## config.mk

```make
export PLATFORM = sky130hd
export DESIGN_NAME = ravenoc_axi_pkt_master_flat
export DESIGN_NICKNAME = d
export VERILOG_FILES = /design/src/rtl/ravenoc_axi_pkt_master_pkg.sv /design/src/rtl/ravenoc_axi_pkt_master_if.sv /design/src/rtl/ravenoc_rr_arb.sv /design/src/rtl/ravenoc_axi_pkt_master.sv /design/src/flat_wrapper.sv
export SDC_FILE = /design/constraint.sdc
export NUM_CORES = 1
export LEC_CHECK = 0
export ABC_CLOCK_PERIOD_IN_PS = 2700
export CAP_MARGIN = 20
export CORE_AREA = 2 2 148 150
export DETAILED_ROUTE_END_ITERATION = 10
export DIE_AREA = 0 0 150 152
export SYNTH_ARGS = -nofsm -noshare
export SYNTH_HDL_FRONTEND = slang
export SYNTH_SLANG_ARGS = --single-unit
```

## constraint.sdc

```tcl
create_clock -name clk_axi -period 2.7 [get_ports clk_axi]
set_clock_uncertainty 0.15 [all_clocks]
set_input_delay 0.27 -clock clk_axi [delete_from_list [all_inputs] [get_ports clk_axi]]
set_output_delay 0.27 -clock clk_axi [all_outputs]
set_load 0.005 [all_outputs]
```

## src/rtl/ravenoc_axi_pkt_master_pkg.sv

```systemverilog
// Shared types for the RaveNoC AXI packet master: bus widths, AXI channel structs,
// write/read FSM state encodings and the beat-size constant.
package ravenoc_axi_pkt_master_pkg;

  localparam int AXI_ADDR_WIDTH   = 32;
  localparam int AXI_DATA_WIDTH   = 32;
  localparam int AXI_ALEN_WIDTH   = 8;
  localparam int AXI_TXN_ID_WIDTH = 1;
  localparam int AXI_USER_WIDTH   = 1;
  localparam int NumVirtChn       = 3;
  localparam int AxiBeatSize      = $clog2(AXI_DATA_WIDTH / 8);

  localparam logic [1:0] AXI_OKAY   = 2'b00;
  localparam logic [1:0] AXI_SLVERR = 2'b10;
  localparam logic [1:0] AXI_INCR   = 2'b01;

  typedef logic [AXI_ADDR_WIDTH-1:0]   axi_addr_t;
  typedef logic [AXI_DATA_WIDTH-1:0]   axi_data_t;
  typedef logic [AXI_ALEN_WIDTH-1:0]   axi_alen_t;
  typedef logic [AXI_TXN_ID_WIDTH-1:0] axi_id_t;
  typedef logic [AXI_USER_WIDTH-1:0]   axi_user_t;

  typedef enum logic [1:0] {WR_IDLE, WR_ADDR, WR_DATA, WR_RESP}  pkt_wr_st_t;
  typedef enum logic [1:0] {RD_IDLE, RD_ADDR, RD_DATA, RD_DRAIN} pkt_rd_st_t;

  typedef struct packed {
    axi_id_t                   awid;
    axi_addr_t                 awaddr;
    axi_alen_t                 awlen;
    logic [2:0]                awsize;
    logic [1:0]                awburst;
    logic                      awlock;
    logic [3:0]                awcache;
    logic [2:0]                awprot;
    logic [3:0]                awqos;
    logic [3:0]                awregion;
    axi_user_t                 awuser;
    logic                      awvalid;
    axi_data_t                 wdata;
    logic [AXI_DATA_WIDTH/8-1:0] wstrb;
    logic                      wlast;
    axi_user_t                 wuser;
    logic                      wvalid;
    logic                      bready;
    axi_id_t                   arid;
    axi_addr_t                 araddr;
    axi_alen_t                 arlen;
    logic [2:0]                arsize;
    logic [1:0]                arburst;
    logic                      arlock;
    logic [3:0]                arcache;
    logic [2:0]                arprot;
    logic [3:0]                arqos;
    logic [3:0]                arregion;
    axi_user_t                 aruser;
    logic                      arvalid;
    logic                      rready;
  } s_axi_mosi_t;

  typedef struct packed {
    logic       awready;
    logic       wready;
    axi_id_t    bid;
    logic [1:0] bresp;
    axi_user_t  buser;
    logic       bvalid;
    logic       arready;
    axi_id_t    rid;
    axi_data_t  rdata;
    logic [1:0] rresp;
    logic       rlast;
    axi_user_t  ruser;
    logic       rvalid;
  } s_axi_miso_t;

  function automatic logic axi_resp_err(input logic [1:0] resp);
    return resp != AXI_OKAY;
  endfunction

endpackage

```

## src/rtl/ravenoc_axi_pkt_master_if.sv

```systemverilog
// AXI4 master/slave bundle between the packet master and one NI slave slot.
interface ravenoc_axi_pkt_master_if;
  import ravenoc_axi_pkt_master_pkg::*;

  s_axi_mosi_t axi_mosi;
  s_axi_miso_t axi_miso;

  modport master (output axi_mosi, input axi_miso);
  modport slave  (input axi_mosi, output axi_miso);
endinterface

```

## src/rtl/ravenoc_rr_arb.sv

```systemverilog
// Round-robin picker over N request bits; the pointer moves past the served index
// whenever advance is asserted with a pending request.
module ravenoc_rr_arb #(
  parameter  int unsigned N    = 3,
  localparam int unsigned IdxW = (N > 1) ? $clog2(N) : 1
) (
  input  logic            clk_axi,
  input  logic            arst_axi,
  input  logic [N-1:0]    req,
  input  logic            advance,
  output logic            gnt_valid,
  output logic [IdxW-1:0] gnt_idx
);

  logic [IdxW-1:0] ptr_q;

  always_comb begin
    int unsigned idx;
    gnt_valid = 1'b0;
    gnt_idx   = '0;
    idx       = 0;
    for (int unsigned i = 0; i < N; i++) begin
      idx = 32'(ptr_q) + i;
      if (idx >= N) idx = idx - N;
      if (!gnt_valid && req[idx]) begin
        gnt_valid = 1'b1;
        gnt_idx   = IdxW'(idx);
      end
    end
  end

  always_ff @(posedge clk_axi or negedge arst_axi) begin
    if (!arst_axi) begin
      ptr_q <= '0;
    end else if (advance && gnt_valid) begin
      ptr_q <= (32'(gnt_idx) == N - 1) ? '0 : gnt_idx + 1'b1;
    end
  end

endmodule

```

## src/rtl/ravenoc_axi_pkt_master.sv

```systemverilog
// AXI4 initiator turning PE packet send/receive requests into NI write/read bursts.
// Optional RAVENOC_PKT_MASTER_AUTO_RD_EN: IRQ-driven round-robin auto reads.
module ravenoc_axi_pkt_master
  import ravenoc_axi_pkt_master_pkg::*;
#(
  parameter axi_id_t AXI_ID             = '0,
  parameter int      MAX_OUTSTANDING_RD = 1
) (
  input  logic                  clk_axi,
  input  logic                  arst_axi,
  input  logic                  tx_req_valid,
  output logic                  tx_req_ready,
  input  axi_addr_t             tx_addr,
  input  axi_alen_t             tx_len,
  input  logic                  txd_valid,
  output logic                  txd_ready,
  input  axi_data_t             txd_data,
  output logic                  tx_done,
  output logic                  tx_err,
  input  logic                  rx_req_valid,
  output logic                  rx_req_ready,
  input  axi_addr_t             rx_addr,
  input  axi_alen_t             rx_len,
  output logic                  rxd_valid,
  input  logic                  rxd_ready,
  output axi_data_t             rxd_data,
  output logic                  rxd_last,
  output logic                  rxd_err,
  input  logic [NumVirtChn-1:0] irq_vcs,
  ravenoc_axi_pkt_master_if.master axi
);

  pkt_wr_st_t  wr_st, wr_st_nxt;
  axi_addr_t   wr_addr_q;
  axi_alen_t   wr_len_q, wr_cnt_q;
  pkt_rd_st_t  rd_st, rd_st_nxt;
  axi_addr_t   rd_addr_q;
  axi_alen_t   rd_len_q, rd_cnt_q;
  logic        rd_err_q;
  s_axi_mosi_t mosi;
  s_axi_miso_t miso;

  logic w_hs, r_hs, rd_at_len, beat_err, rd_launch;
  logic unused_cfg;

  assign miso       = axi.axi_miso;
  assign axi.axi_mosi = mosi;
  assign unused_cfg = (MAX_OUTSTANDING_RD != 1) ^ (^{miso.bid, miso.buser, miso.rid, miso.ruser});

`ifdef RAVENOC_PKT_MASTER_AUTO_RD_EN
  localparam int unsigned VcW = (NumVirtChn > 1) ? $clog2(NumVirtChn) : 1;
  logic           auto_go, arb_valid;
  logic [VcW-1:0] arb_idx, auto_vc_q;

  ravenoc_rr_arb #(.N(NumVirtChn)) u_rr_arb (
    .clk_axi   (clk_axi),
    .arst_axi  (arst_axi),
    .req       (irq_vcs),
    .advance   (auto_go),
    .gnt_valid (arb_valid),
    .gnt_idx   (arb_idx)
  );

  // External requests win; the IRQ path only fires when the front end is silent.
  assign auto_go   = (rd_st == RD_IDLE) && !rx_req_valid && arb_valid;
  assign rd_launch = (rd_st == RD_IDLE) && (rx_req_valid || arb_valid);

  always_ff @(posedge clk_axi or negedge arst_axi) begin
    if (!arst_axi)    auto_vc_q <= '0;
    else if (auto_go) auto_vc_q <= arb_idx;
  end
`else
  logic unused_irq;
  assign unused_irq = ^irq_vcs;
  assign rd_launch  = (rd_st == RD_IDLE) && rx_req_valid;
`endif

  assign w_hs      = (wr_st == WR_DATA) && txd_valid && miso.wready;
  assign r_hs      = (rd_st == RD_DATA) && miso.rvalid && rxd_ready;
  assign rd_at_len = (rd_cnt_q == rd_len_q);
  assign beat_err  = axi_resp_err(miso.rresp);

  always_ff @(posedge clk_axi or negedge arst_axi) begin
    if (!arst_axi) begin
      wr_st     <= WR_IDLE;
      wr_addr_q <= '0;
      wr_len_q  <= '0;
      wr_cnt_q  <= '0;
    end else begin
      wr_st <= wr_st_nxt;
      if (wr_st == WR_IDLE && tx_req_valid) begin
        wr_addr_q <= tx_addr;
        wr_len_q  <= tx_len;
        wr_cnt_q  <= '0;
      end else if (w_hs) begin
        wr_cnt_q  <= wr_cnt_q + 1'b1;
      end
    end
  end

  always_comb begin
    wr_st_nxt = wr_st;
    unique case (wr_st)
      WR_IDLE: if (tx_req_valid) wr_st_nxt = WR_ADDR;
      WR_ADDR: if (miso.awready) wr_st_nxt = WR_DATA;
      WR_DATA: if (w_hs && wr_cnt_q == wr_len_q) wr_st_nxt = WR_RESP;
      WR_RESP: if (miso.bvalid) wr_st_nxt = WR_IDLE;
      default: wr_st_nxt = WR_IDLE;
    endcase
  end

  always_ff @(posedge clk_axi or negedge arst_axi) begin
    if (!arst_axi) begin
      rd_st     <= RD_IDLE;
      rd_addr_q <= '0;
      rd_len_q  <= '0;
      rd_cnt_q  <= '0;
      rd_err_q  <= 1'b0;
    end else begin
      rd_st <= rd_st_nxt;
      if (rd_launch) begin
        rd_addr_q <= rx_addr;
        rd_len_q  <= rx_len;
        rd_cnt_q  <= '0;
        rd_err_q  <= 1'b0;
      end else if (r_hs) begin
        rd_cnt_q  <= rd_cnt_q + 1'b1;
        rd_err_q  <= rd_err_q | beat_err;
      end
    end
  end

  // A burst hitting len without rlast is closed to the PE at once, then drained silently.
  always_comb begin
    rd_st_nxt = rd_st;
    unique case (rd_st)
      RD_IDLE:  if (rd_launch) rd_st_nxt = RD_ADDR;
      RD_ADDR:  if (miso.arready) rd_st_nxt = RD_DATA;
      RD_DATA:  if (r_hs) begin
                  if (miso.rlast)    rd_st_nxt = RD_IDLE;
                  else if (rd_at_len) rd_st_nxt = RD_DRAIN;
                end
      RD_DRAIN: if (miso.rvalid && miso.rlast) rd_st_nxt = RD_IDLE;
      default:  rd_st_nxt = RD_IDLE;
    endcase
  end

  always_comb begin
    mosi = '0;
    if (wr_st == WR_ADDR) begin
      mosi.awvalid = 1'b1;
      mosi.awid    = AXI_ID;
      mosi.awaddr  = wr_addr_q;
      mosi.awlen   = wr_len_q;
      mosi.awsize  = 3'(AxiBeatSize);
      mosi.awburst = AXI_INCR;
    end
    if (wr_st == WR_DATA) begin
      mosi.wvalid = txd_valid;
      mosi.wdata  = txd_data;
      mosi.wstrb  = '1;
      mosi.wlast  = (wr_cnt_q == wr_len_q);
    end
    mosi.bready = (wr_st == WR_RESP);
    if (rd_st == RD_ADDR) begin
      mosi.arvalid = 1'b1;
      mosi.arid    = AXI_ID;
      mosi.araddr  = rd_addr_q;
      mosi.arlen   = rd_len_q;
      mosi.arsize  = 3'(AxiBeatSize);
      mosi.arburst = AXI_INCR;
    end
    mosi.rready = ((rd_st == RD_DATA) && rxd_ready) || (rd_st == RD_DRAIN);
  end

  assign tx_req_ready = (wr_st == WR_IDLE);
  assign txd_ready    = (wr_st == WR_DATA) && miso.wready;
  assign tx_done      = (wr_st == WR_RESP) && miso.bvalid;
  assign tx_err       = tx_done && axi_resp_err(miso.bresp);

  assign rx_req_ready = (rd_st == RD_IDLE);
  assign rxd_valid    = (rd_st == RD_DATA) && miso.rvalid;
  assign rxd_data     = (rd_st == RD_DATA) ? miso.rdata : '0;
  assign rxd_last     = rxd_valid && (miso.rlast || rd_at_len);
  assign rxd_err      = rxd_last && (rd_err_q || beat_err || !miso.rlast || !rd_at_len);

endmodule
```

## src/flat_wrapper.sv

```systemverilog
// flat-port wrapper written by rule: the top's interface ports become plain ports
module ravenoc_axi_pkt_master_flat import ravenoc_axi_pkt_master_pkg::*;
#(
  parameter axi_id_t AXI_ID             = '0,
  parameter int      MAX_OUTSTANDING_RD = 1
)
  (clk_axi, arst_axi, tx_req_valid, tx_req_ready, tx_addr, tx_len, txd_valid, txd_ready, txd_data, tx_done, tx_err, rx_req_valid, rx_req_ready, rx_addr, rx_len, rxd_valid, rxd_ready, rxd_data, rxd_last, rxd_err, irq_vcs, axi_axi_mosi, axi_axi_miso);
  ravenoc_axi_pkt_master_if axi_i ();
  input  logic clk_axi;
  input  logic arst_axi;
  input  logic tx_req_valid;
  output logic tx_req_ready;
  input  axi_addr_t tx_addr;
  input  axi_alen_t tx_len;
  input  logic txd_valid;
  output logic txd_ready;
  input  axi_data_t txd_data;
  output logic tx_done;
  output logic tx_err;
  input  logic rx_req_valid;
  output logic rx_req_ready;
  input  axi_addr_t rx_addr;
  input  axi_alen_t rx_len;
  output logic rxd_valid;
  input  logic rxd_ready;
  output axi_data_t rxd_data;
  output logic rxd_last;
  output logic rxd_err;
  input  logic [NumVirtChn-1:0] irq_vcs;
  output wire logic [$bits(axi_i.axi_mosi)-1:0] axi_axi_mosi;
  input wire logic [$bits(axi_i.axi_miso)-1:0] axi_axi_miso;
  assign axi_axi_mosi = axi_i.axi_mosi;
  assign axi_i.axi_miso = axi_axi_miso;
  ravenoc_axi_pkt_master #(.AXI_ID(AXI_ID), .MAX_OUTSTANDING_RD(MAX_OUTSTANDING_RD)) u_core (.clk_axi(clk_axi), .arst_axi(arst_axi), .tx_req_valid(tx_req_valid), .tx_req_ready(tx_req_ready), .tx_addr(tx_addr), .tx_len(tx_len), .txd_valid(txd_valid), .txd_ready(txd_ready), .txd_data(txd_data), .tx_done(tx_done), .tx_err(tx_err), .rx_req_valid(rx_req_valid), .rx_req_ready(rx_req_ready), .rx_addr(rx_addr), .rx_len(rx_len), .rxd_valid(rxd_valid), .rxd_ready(rxd_ready), .rxd_data(rxd_data), .rxd_last(rxd_last), .rxd_err(rxd_err), .irq_vcs(irq_vcs), .axi(axi_i));
endmodule
```

==> results of run 1 <==
## worst max-delay path, stage by stage, from the launching register on
cell and delay [ps]:
dfrtp_1 440, xor2_1 190, nor4_2 400, and3_1 220
clkdlybuf4s50_1 530
## cell usage after synthesis (2+ instances only)
master    count  area (um2)
xor2_1       13         114
xnor2_1      14         123
o21ai_0       8        40.0
or3_1         2        12.5
nor3_1        4        20.0
or4_1         2        15.0
buf_2         9        45.0
inv_1         4        15.0
nor2_1       17        63.8
buf_6         3        33.8
nand4_1       7        43.8
nor2b_1       5        31.3
mux2_2       80         901
and3_1        3        18.8
nor4_2        2        25.0
nand3_1       8        40.0
clkbuf_1     17        63.8
a21oi_1       6        30.0
ha_1          6        75.1
buf_4        50         375
nand2_1      11        41.3
and2_1      151         945
dfrtp_1     101        2530
## logic make-up after synthesis
| family | Yosys count | synth area share [%] |
|---|---|---|
| buffers and inverters | 83 | 9.30 |
| DFF | 101 | 44.1 |
| AOI/OAI and AO/OA | 20 | 2.07 |
| and+or+nand+nor | 220 | 23.1 |
| muxes | 81 | 16.0 |
| other | 1 | 0.0654 |
| xor gates and xnor gates | 27 | 4.12 |
| adders and majority gates | 6 | 1.31 |
## final timing paths
kind	start	end	slack, ps	cells past startpoint
max	u_core.wr_cnt_q[6]$_DFFE_PN0P_	axi_axi_mosi[68]	170	4
min	arst_axi	u_core.wr_addr_q[3]$_DFFE_PN0P_	340	2
max reg2reg	u_core.wr_st[0]$_DFFE_PN0P_	u_core.wr_st[1]$_DFFE_PN0P_	500	6
min reg2reg	u_core.rd_addr_q[21]$_DFFE_PN0P_	u_core.rd_addr_q[21]$_DFFE_PN0P_	350	1
max in group asynchronous	arst_axi	u_core.rd_len_q[3]$_DFFE_PN0P_	1430	3
min in group clk_axi	u_core.rd_addr_q[21]$_DFFE_PN0P_	u_core.rd_addr_q[21]$_DFFE_PN0P_	350	1
## registers in the layout, summed over array words and instances (netlist names)
signal	flops
u_core.wr_cnt_q	8
u_core.rd_addr_q	32
u_core.rd_st	2
u_core.rd_cnt_q	8
u_core.wr_len_q	8
u_core.rd_len_q	8
u_core.wr_st	2
u_core.wr_addr_q	32
u_core.rd_err_q	1
## cells in the final DEF (no fill, tap or decap), types with 5 or more instances in the layout
master	Yosys	routed
buf_4	50	7
xor2_1	13	13
a21oi_1	6	6
nor2_1	17	17
nand2_1	11	11
xnor2_1	14	14
clkdlybuf4s50_1	0	324
mux2_2	80	80
nand4_1	7	7
and2_1	151	150
ha_1	6	5
dfrtp_1	101	101
conb_1	1	43
o21ai_0	8	8
buf_12	0	6
nand3_1	8	8
clkbuf_16	0	9
## layout make-up
type	count	area [um2]
Tap cell	280	350
Multi-Input combinational cell	397	2850
Clock buffer	9	225
Sequential cell	101	2530
Clock inverter	7	62.6
Timing Repair Buffer	338	3430
Fill cell	2096	11900
Inverter	4	15.0
## routing by layer
layer	share of wire [%]	wire length, um
met4	1.3	211
met1	44	7340
met3	6.1	1030
met2	49	8180
met5	0	0
## what timing repair did
item,4_1_cts,5_1_grt
hold buffers,1,0
hold endpoints to repair,42,0
setup endpoints to repair,0,14
gates resized for setup,0,2
## power breakdown
part	internal (mW)	total (mW)	leakage [nW]	switching, mW
logic	2.81	4.37	2.48	1.56
clock network	0.651	1.30	0.145	0.648
registers	2.19	2.61	1.23	0.416
==> impl_metrics.ini, run 1 <==
[outcome]
status = complete, no violations

[worst_setup_path]
crit_required_ps = 2280
endpoint_kind = output pin
path_max_fanout = 4
criticalPathCategory = flip-flop to output pin
cp-start-kind = flip-flop
arrival_ps = 2110

[synthesis]
synth_ff_type = dfrtp_1
syn-cell-area_um2 = 5730
async_flop_share_pct = 100
syn_inst = 539
ys_seq_elements = 101
ys_warn_count = 0
avgSynthCellArea_um2 = 10.6
ys_types = 39
seq_area_frac_synth_pct = 44.1
synth_edf_count = 0

[clock_tree]
path_clk_slew_ps = 80
cts_tree = built
clockRootBuffer = clkbuf_16
cts_sinks = 101
cts_buffers = 9
htreeDepth = 3
clock_latency_ps = 350
clk_path_buf_depth = 2
post-cts-setup-buffers = 0

[global_routing]
gr-usage-met1_pct = 19.0
gr-usage-all-layers_pct = 14.5
met3_usage_pct = 3.09
busiest_layer = met2
gr-usage-met2_pct = 24.2
overflow = 0
antenna_found_initial = 0
grt_max_degree = 49
grt_pass1_wl_um = 26300
grt_pass1_vias = 4699

[finish]
drive_above_1_share_pct = 13.8
syn2layout_area_growth_pct = 64.8
fin_area_um2 = 9450
antennaDiodeCount = 0
fin_cells = 1136
fin_nets = 1024
finish.utilization_pct = 44.3

[placed_design]
place_area_um2 = 9140
io_buffers = 325
dp.cells = 1119
pre_cts_slack_ps = 427
dp_hpwl_um = 12800
gp_congestion = 0.767

[power]
irDropWorstVdd_mv = 0.388
p_per_area_nw_per_um2 = 876
total_power_mw = 8.28
p_leak_nw = 3.85

[timing]
min_period_ps = 2530
whs_ps = 345
slew_violations = 0
tightestPinTransition_ps = 640
finalCritPeriodShare_pct = 93.9
layout_setup_ws_ps = 165
setup_tns_ps = 0
relSlewSlack_pct = 57.3
fmax_mhz = 395
rsz0062_at_grt = false
hold_viol = 0
setup_viol = 0

[die]
core_region_area_um2 = 21400
die_h_um = 152
die-area_um2 = 22800
row_count = 54
start_util_pct = 26.9
boundaryPins = 376
die_w_um = 150

[detailed_routing]
vias = 4699
route.detailed.drc = 0
ant_nets = 0
drtPass1Iterations = 4
totalWireLength_um = 16800
via_per_inst = 4.14
post_drt_wl_per_cell_um = 14.8
drt_iter0_markers = 235

[min_path]
hold_path_class = primary input to asynchronous set/reset pin

[flow_run]
drv_cap = 0
No activity file was read; power rests on OpenSTA's default activity.
==> run 2: changes to the inputs <==
CAP_MARGIN = 0   (was 20)
SLEW_MARGIN = 20   (was default)
==> results of run 2 <==
No change in the layout: final DEF, timing and power equal those of run 1.
==> run 3: changes to the inputs <==
GPL_ROUTABILITY_DRIVEN = 1   (was default)
==> results of run 3 <==
No change in the layout: final DEF, timing and power equal those of run 1.
